**config.mk**
```make
export PLATFORM = sky130hd
export DESIGN_NAME = mio_bus_ctrl
export DESIGN_NICKNAME = d
export VERILOG_FILES = /design/src/rtl/mio_pkg.sv /design/src/rtl/mio_periph.sv /design/src/rtl/mio_bus_ctrl.sv
export SDC_FILE = /design/constraint.sdc
export NUM_CORES = 1
export LEC_CHECK = 0
export ABC_AREA = 1
export CAP_MARGIN = 15
export CORE_ASPECT_RATIO = 0.7
export CORE_MARGIN = 2
export CORE_UTILIZATION = 47
export DETAILED_ROUTE_END_ITERATION = 8
export PLACE_DENSITY = 0.77
export SYNTH_ARGS = -nofsm -noshare
export SYNTH_HDL_FRONTEND = slang
export SYNTH_SLANG_ARGS = --single-unit
```
**constraint.sdc**
```tcl
create_clock -name clk -period 2.1 [get_ports clk]
set_clock_uncertainty 0.1 [all_clocks]
set_input_delay 0.42 -clock clk [delete_from_list [all_inputs] [get_ports clk]]
set_output_delay 0.42 -clock clk [all_outputs]
set_load 0.05 [all_outputs]
```
**src/rtl/mio_pkg.sv**
```systemverilog
// Shared types and address-map constants for the memory/I-O bus controller.
package mio_pkg;

  typedef enum logic [1:0] {IDLE, BUSY, ACK, RELEASE} mio_state_e;

  localparam logic [3:0] PERIPH_SEL = 4'hF;
  localparam logic [1:0] OFF_LED    = 2'd0;
  localparam logic [1:0] OFF_CNT    = 2'd1;

  function automatic logic is_periph(input logic [31:0] addr);
    return addr[31:28] == PERIPH_SEL;
  endfunction

endpackage

```
**src/rtl/mio_periph.sv**
```systemverilog
// Peripheral space: LED register, switch input and a free-running 32-bit counter.
module mio_periph
  import mio_pkg::*;
(
  input  logic        clk,
  input  logic        reset,
  input  logic        wr_en,
  input  logic [1:0]  offset,
  input  logic [31:0] wr_data,
  output logic [31:0] rd_data,
  input  logic [15:0] sw,
  output logic [15:0] led
);

  logic [15:0] led_q, led_d;
  logic [31:0] cnt_q, cnt_d;

  always_comb begin
    led_d = led_q;
    cnt_d = cnt_q + 32'd1;
    if (wr_en && offset == OFF_LED) led_d = wr_data[15:0];
    // A load wins over the increment in the same cycle.
    if (wr_en && offset == OFF_CNT) cnt_d = wr_data;
  end

  always_ff @(posedge clk or negedge reset) begin
    if (!reset) begin
      led_q <= '0;
      cnt_q <= '0;
    end else begin
      led_q <= led_d;
      cnt_q <= cnt_d;
    end
  end

  always_comb begin
    rd_data = '0;
    case (offset)
      OFF_LED: rd_data = {16'h0, sw};
      OFF_CNT: rd_data = cnt_q;
      default: rd_data = '0;
    endcase
  end

  assign led = led_q;

endmodule

```
**src/rtl/mio_bus_ctrl.sv**
```systemverilog
// Bus controller between the CPU control unit and block RAM / peripherals, with wait states
// and a single-cycle MIO_ready completion pulse.
module mio_bus_ctrl
  import mio_pkg::*;
#(
  parameter int unsigned RAM_AW   = 10,
  parameter int unsigned RAM_WAIT = 1
) (
  input  logic              clk,
  input  logic              reset,
  input  logic              MemRead,
  input  logic              MemWrite,
  input  logic              CPU_MIO,
  input  logic [31:0]       addr_bus,
  input  logic [31:0]       cpu_data_out,
  output logic [31:0]       cpu_data_in,
  output logic              MIO_ready,
  output logic [RAM_AW-1:0] ram_addr,
  output logic [31:0]       ram_data_in,
  output logic              ram_we,
  input  logic [31:0]       ram_data_out,
  input  logic [15:0]       sw,
  output logic [15:0]       led
);

  localparam logic [3:0] WaitLast = 4'(RAM_WAIT - 1);

  mio_state_e        state_q, state_d;
  logic [3:0]        wcnt_q, wcnt_d;
  logic [RAM_AW-1:0] addr_q, addr_d;
  logic [31:0]       data_q, data_d;
  logic              write_q, write_d;
  logic              periph_q, periph_d;
  logic [31:0]       rdata_q, rdata_d;
  logic              req;
  logic              busy_done;
  logic              periph_wr;
  logic [31:0]       periph_rdata;
  logic              unused_addr;

  assign req = CPU_MIO & (MemRead | MemWrite);
  // Only the word-address and selector bits are decoded.
  assign unused_addr = ^addr_bus;

  always_comb begin
    state_d   = state_q;
    wcnt_d    = wcnt_q;
    addr_d    = addr_q;
    data_d    = data_q;
    write_d   = write_q;
    periph_d  = periph_q;
    busy_done = 1'b0;
    case (state_q)
      IDLE: begin
        if (req) begin
          state_d  = BUSY;
          wcnt_d   = '0;
          addr_d   = addr_bus[RAM_AW+1:2];
          data_d   = cpu_data_out;
          write_d  = MemWrite;
          periph_d = is_periph(addr_bus);
        end
      end
      BUSY: begin
        // Dropping req here does not abort; the access always runs to ACK.
        busy_done = periph_q || (wcnt_q == WaitLast);
        if (busy_done) state_d = ACK;
        else           wcnt_d  = wcnt_q + 4'd1;
      end
      ACK:     state_d = RELEASE;
      RELEASE: if (!req) state_d = IDLE;
      default: state_d = IDLE;
    endcase
  end

  always_comb begin
    rdata_d = rdata_q;
    if (busy_done && !write_q) rdata_d = periph_q ? periph_rdata : ram_data_out;
  end

  always_ff @(posedge clk or negedge reset) begin
    if (!reset) begin
      state_q  <= IDLE;
      wcnt_q   <= '0;
      addr_q   <= '0;
      data_q   <= '0;
      write_q  <= 1'b0;
      periph_q <= 1'b0;
      rdata_q  <= '0;
    end else begin
      state_q  <= state_d;
      wcnt_q   <= wcnt_d;
      addr_q   <= addr_d;
      data_q   <= data_d;
      write_q  <= write_d;
      periph_q <= periph_d;
      rdata_q  <= rdata_d;
    end
  end

  assign periph_wr = busy_done & write_q & periph_q;

  mio_periph u_periph (
    .clk     (clk),
    .reset   (reset),
    .wr_en   (periph_wr),
    .offset  (addr_q[1:0]),
    .wr_data (data_q),
    .rd_data (periph_rdata),
    .sw      (sw),
    .led     (led)
  );

  // In IDLE the RAM sees the live address so read data is ready by the end of BUSY.
  assign ram_addr    = (state_q == IDLE) ? addr_bus[RAM_AW+1:2] : addr_q;
  assign ram_we      = (state_q == BUSY) && (wcnt_q == 4'd0) && write_q && !periph_q;
  assign ram_data_in = data_q;
  assign MIO_ready   = (state_q == ACK);
  assign cpu_data_in = rdata_q;

endmodule

```
==> results of run 1 <==
[report_power, final]
group	total (W)	internal, W	switching [W]
clock	0.00303	0.00182	0.00121
combinational	0.00796	0.00267	0.00529
sequential	0.00417	0.00342	0.000745
[registers in the layout, indices dropped and copies added, names as in the netlist]
| register | flops |
|---|---|
| u_periph.led | 16 |
| state_q | 2 |
| ram_data_in | 32 |
| u_periph.cnt_q | 32 |
| write_q | 1 |
| periph_q | 1 |
| wcnt_q | 4 |
| cpu_data_in | 32 |
| addr_q | 10 |
[worst paths after layout]
kind	cells past startpoint	from	endpoint	slack, ns
setup / recovery	6	state_q[1]$_DFFE_PN0P_	ram_addr[7]	-0.04
hold / removal	2	u_periph.led[1]$_DFFE_PN0P_	u_periph.led[1]$_DFFE_PN0P_	0.38
setup reg to reg	9	state_q[1]$_DFFE_PN0P_	u_periph.cnt_q[18]$_DFF_PN0_	0.14
hold reg to reg	2	u_periph.led[1]$_DFFE_PN0P_	u_periph.led[1]$_DFFE_PN0P_	0.38
max in group asynchronous	3	reset	ram_data_in[14]$_DFFE_PN0P_	0.89
min in group asynchronous	2	reset	cpu_data_in[28]$_DFFE_PN0P_	0.39
[layer usage]
layer	GRT usage [%]	up-vias	part of all wire (%)
met3	8.253	18	11
met2	40.93	283	43
met4	5.510	0	0.93
met1	39.42	3040	45
li1	-	3146	-
met5	0	-	0
[worst max-delay path, cell delays in order, from the launching register on]
cell and delay (ns):
dfrtp_1 0.41, inv_2 0.10, ha_4 0.17, inv_6 0.06, buf_16 0.15, o21ai_4 0.16, buf_12 0.15
[kinds of logic after synthesis]
logic type,share of synthesized area (%)
compound gates,12.64
xor+xnor,1.543
fa+ha+maj,1.286
buf+inv,7.825
flops,47.76
simple gates,28.95
[timing repair]
| action | in CTS | in global routing |
|---|---|---|
| pin swaps | 10 | 3 |
| gates resized for setup | 61 | 26 |
| hold buffers | 1 | 0 |
| endpoints found under the hold margin | 38 | 0 |
| setup endpoints to repair | 45 | 34 |
| setup buffers | 3 | 2 |
| cloned | 1 | 0 |
[stage by stage]
stage | cells | worst slack, ns
6_report | 1264 | -0.04494
5_1_grt | 1264 | -0.08011
4_1_cts | 1262 | -0.02691
3_5_place_dp | 1225 | 0.1262
3_3_place_gp | 1225 | 0.1682
2_1_floorplan | 867 | -0.2892
[cells in the final DEF, fill, tap and decap left out, types with 23 or more instances in the layout]
cell             count
buf_4               40
clkdlybuf4s50_1     97
dfrtp_1            129
dlygate4sd2_1       34
dlymetal6s2s_1      23
inv_1               68
nand2_1            291
nand2_2             26
nand3_1             66
nor2_1              40
o21ai_0             86
[cell type report]
class,instances,share of cell area (%)
Clock buffer,18,4.464
Clock inverter,14,1.679
Tap cell,190,2.416
Inverter,79,3.090
Multi-Input combinational cell,617,32.13
Timing Repair Buffer,216,23.15
Sequential cell,130,33.08
==> flow_metrics.py, run 1 <==
metrics = {
    "status": {
        "status": "finished, violations left",
        "failed_checks": "negative setup slack",
    },
    "drt": {
        "drt_iter0_drc": 471,
        "avgRoutedWirePerCell_um": 16.04,
        "routed_via_density": 5.132,
        "dr.pass1.iters": 5,
        "finalWirelength_um": 20280,
        "drc_errors": 0,
        "via_count": 6487,
        "ant_nets": 0,
    },
    "synthesis": {
        "ys.flop_type": "dfrtp_1",
        "synth_warnings": 0,
        "synth_most_common_cell": "nand2_1",
        "syn_nets": 991,
        "yosysSeqAreaShare_pct": 47.76,
        "syn_area_per_cell_um2": 7.856,
        "synth_area_um2": 6812,
        "synth_cell_types": 29,
        "yosysTopAreaCell": "dfrtp_1",
        "netlist.area_leader.share_pct": 47.76,
        "synth_edf_count": 0,
        "ys_top_cells_by_count": "295 x nand2_1, 130 x dfrtp_1, 96 x o21ai_0",
        "yosys_register_bits": 130,
        "synth_area_leaders": "dfrtp_1 48%, nand2_1 16%, o21ai_0 7.1%",
        "synthCells": 867,
        "synthArstFlopShare_pct": 100.0,
    },
    "placed_design": {
        "io_buffers": 190,
        "place_congestion": 0.8541,
        "dp_hpwl_um": 14700,
        "placed_area_um2": 9025,
    },
    "timing": {
        "timing.final.crit_share_pct": 102.1,
        "fmax_ghz": 0.4662,
        "layout_min_cycle_time_ns": 2.145,
        "maxSlewViolCount": 0,
        "whs_ns": 0.3789,
        "finalSetupViolations": 11,
        "setup_ws_ns": -0.04494,
        "rsz0062_at_grt": "true",
        "tns_ns": -0.3408,
        "maxSlewHeadroom_pct": 63.81,
        "worst_pin_slew_ns": 0.5421,
        "finalHoldViolations": 0,
    },
    "die": {
        "rows": 36,
        "initial_core_util_pct": 48.47,
        "die_h_um": 104.7,
        "die_w_um": 147.9,
        "boundaryPins": 209,
        "dieArea_um2": 15490,
        "core_area_um2": 14050,
    },
    "clock_tree": {
        "clkTransAtPathRegs_ns": 0.06,
        "cts_max_level": 4,
        "cts_buffers": 17,
        "root_buffer": "clkbuf_16",
        "cts_tree": "built",
        "cts_buffer_depth": 2,
        "clock-sinks": 130,
        "clk_latency_ns": 0.42,
    },
    "setup_path": {
        "critPathKind": "register to output pin",
        "cp-start-kind": "register",
        "worstPathArrival_ns": 1.62,
        "cp_max_fo": 8,
        "cp.required_ns": 1.58,
        "crit_path_end_kind": "output pin",
    },
    "power_and_ir_drop": {
        "leakage_nw": 4.873,
        "ir_drop_uv": 1131,
        "p_total_w": 0.01516,
        "power_density_nw_per_um2": 1541,
    },
    "layout": {
        "multi_input_area_um2": 3161,
        "area_delta_synth_final_pct": 44.43,
        "regArea_um2": 3254,
        "drive_gt1_share_pct": 17.13,
        "diodes": 0,
        "fin_nets": 1185,
        "final_area_um2": 9838,
        "final_util_pct": 70.01,
        "fillers": 1162,
    },
    "global_route": {
        "grt_usage_pct": 27.31,
        "grt_overflow": 0,
        "first_global_vias": 6410,
        "grt_antenna_before_repair": 0,
        "grt_pass1_wl_um": 33340,
        "grt_max_degree": 53,
    },
    "min_path": {
        "hold_class": "register to register",
    },
    "run": {
        "maxCapViolations": 0,
    },
}
(Power assumes the default switching activity.)
==> run 2, diff against run 1 <==
--- a/config.mk
+++ b/config.mk
@@ -12,6 +12,7 @@
 export CORE_UTILIZATION = 47
 export DETAILED_ROUTE_END_ITERATION = 8
 export PLACE_DENSITY = 0.77
+export SLEW_MARGIN = 30
 export SYNTH_ARGS = -nofsm -noshare
 export SYNTH_HDL_FRONTEND = slang
 export SYNTH_SLANG_ARGS = --single-unit
==> results of run 2 <==
Same layout as run 1: the final DEF is identical, and so are final timing and power.
==> run 3, diff against run 2 <==
--- a/config.mk
+++ b/config.mk
@@ -10,8 +10,11 @@
 export CORE_ASPECT_RATIO = 0.7
 export CORE_MARGIN = 2
 export CORE_UTILIZATION = 47
+export CTS_CLUSTER_DIAMETER = 120
 export DETAILED_ROUTE_END_ITERATION = 8
+export MAX_ROUTING_LAYER = met4
 export PLACE_DENSITY = 0.77
+export SKIP_CTS_REPAIR_TIMING = 1
 export SLEW_MARGIN = 30
 export SYNTH_ARGS = -nofsm -noshare
 export SYNTH_HDL_FRONTEND = slang
==> flow_metrics.py, run 3 (same netlist as run 1, synthesis figures left out) <==
metrics = {
    "status": {
        "status": "finished, violations left",
        "failed_checks": "negative setup slack",
    },
    "timing": {
        "finalSetupViolations": 11,
        "maxSlewViolCount": 0,
        "timing.final.crit_share_pct": 103.3,
        "rsz0062_at_grt": "true",
        "finalHoldViolations": 0,
        "fmax_ghz": 0.4611,
        "maxSlewHeadroom_pct": 63.55,
        "layout_min_cycle_time_ns": 2.169,
        "setup_ws_ns": -0.06892,
        "worst_pin_slew_ns": 0.5460,
        "whs_ns": 0.3769,
    },
    "placed_design": {
        "place_congestion": 0.9408,
        "io_buffers": 190,
        "dp_hpwl_um": 14460,
        "preCtsSetupSlack_ns": 0.1258,
        "place_inst": 1225,
    },
    "layout": {
        "final_util_pct": 70.34,
        "diodes": 0,
        "multi_input_area_um2": 3146,
        "layoutNonFillerInstCount": 1261,
        "fillers": 1108,
        "final_cell_mix": "295 x nand2_1, 129 x dfrtp_1, 98 x clkdlybuf4s50_1",
        "final_common_cell": "nand2_1",
        "area_delta_synth_final_pct": 45.13,
        "drive_gt1_share_pct": 16.62,
        "regArea_um2": 3254,
        "fin_nets": 1182,
    },
    "global_route": {
        "first_global_vias": 6237,
        "grt_overflow": 0,
        "grt_antenna_before_repair": 0,
        "grt_max_degree": 51,
        "grt_pass1_wl_um": 31740,
        "grt_usage_pct": 26.77,
    },
    "clock_tree": {
        "cts_max_level": 4,
        "clk_latency_ns": 0.41,
        "cts_buffers": 17,
        "cts_buffer_depth": 2,
        "cts_tree": "built",
        "clock-sinks": 130,
        "root_buffer": "clkbuf_16",
        "clkTransAtPathRegs_ns": 0.06,
    },
    "power_and_ir_drop": {
        "ir_drop_uv": 1224,
        "seq_power_share_pct": 27.7,
        "power.net_switching_w": 0.007115,
        "switching_share_pct": 47.38,
        "power_density_nw_per_um2": 1519,
        "clock_power_share_pct": 19.0,
        "internal_power_w": 0.007901,
        "combPwrFrac_pct": 53.2,
        "leakage_nw": 5.194,
    },
    "drt": {
        "drc_errors": 0,
        "via_count": 6425,
        "drt_iter0_drc": 401,
        "dr.pass1.iters": 5,
        "avgRoutedWirePerCell_um": 16.00,
        "routed_via_density": 5.095,
        "finalWirelength_um": 20180,
        "ant_nets": 0,
    },
    "die": {
        "rows": 36,
        "die_w_um": 147.9,
        "initial_core_util_pct": 48.47,
        "dieArea_um2": 15490,
        "core_area_um2": 14050,
        "die_h_um": 104.7,
        "boundaryPins": 209,
    },
    "run": {
        "maxCapViolations": 0,
    },
    "setup_path": {
        "cp.required_ns": 1.58,
        "critPathKind": "register to output pin",
        "cp_max_fo": 8,
        "crit_path_end_kind": "output pin",
        "cp-start-kind": "register",
        "worstPathArrival_ns": 1.65,
    },
    "min_path": {
        "hold_class": "register to register",
    },
}
[run 3: cell types whose count changed in the layout (fill, tap and decap cells not counted), sizes merged]
cell / change
clkdlybuf4s50: +1
clkinv: +3
dlygate4sd2: -34
bufinv: -1
dlymetal6s2s: +33
inv: -6
clkinvlp: +2
buf: -4
clkbuf: +3
[run 3: power by group through the flow]
stage | logic, W | registers [W] | clock network (W)
2_1_floorplan | 0.00274 | 0.00623 | 0
3_3_place_gp | 0.00761 | 0.00418 | 0
3_5_place_dp | 0.00772 | 0.00420 | 0
4_1_cts | 0.00775 | 0.00417 | 0.00289
5_1_grt | 0.00850 | 0.00428 | 0.00299
6_report | 0.00799 | 0.00416 | 0.00286
[run 3: area by class of cell]
type / count / area share, %
Clock buffer: 20 / 4.721
Clock inverter: 12 / 1.076
Inverter: 79 / 3.050
Multi-Input combinational cell: 617 / 31.82
Sequential cell: 130 / 32.92
Tap cell: 190 / 2.405
Timing Repair Buffer: 213 / 24.01
[run 3: path summary, 6_finish.rpt]
kind,startpoint,to,slack [ns],depth (start not counted)
max,state_q[0]$_DFFE_PN0P_,ram_addr[5],-0.07,6
min,u_periph.led[0]$_DFFE_PN0P_,u_periph.led[0]$_DFFE_PN0P_,0.38,2
max reg2reg,state_q[0]$_DFFE_PN0P_,ram_data_in[29]$_DFFE_PN0P_,0.29,9
min reg2reg,u_periph.led[0]$_DFFE_PN0P_,u_periph.led[0]$_DFFE_PN0P_,0.38,2
max in group asynchronous,reset,u_periph.led[6]$_DFFE_PN0P_,0.88,3
min in group asynchronous,reset,cpu_data_in[17]$_DFFE_PN0P_,0.39,2
[run 3: critical path, stage by stage (launching register included)]
cell,delay [ns]
dfrtp_1,0.43
inv_2,0.10
ha_4,0.15
inv_4,0.05
clkbuf_16,0.18
o21ai_4,0.16
buf_12,0.15
[run 3: per-layer routing]
metal	wire, um	global-route usage, %	vias up	share of wire (%)
met2	8610	38.11	262	43
met1	9661	38.85	2991	48
met3	1731	6.594	21	8.6
li1	-	-	3151	-
met4	179	5.918	0	0.89
met5	0	-	-	0
[run 3: per-stage QoR]
step	TNS (ns)	total power (W)	area, um2
after floorplan	-0.8140	0.008965	6839
after global placement	0	0.01179	9025
after detailed placement	0	0.01192	9025
after CTS	-2.487	0.01482	9598
after global routing	-1.073	0.01577	9886
final	-0.4963	0.01502	9886
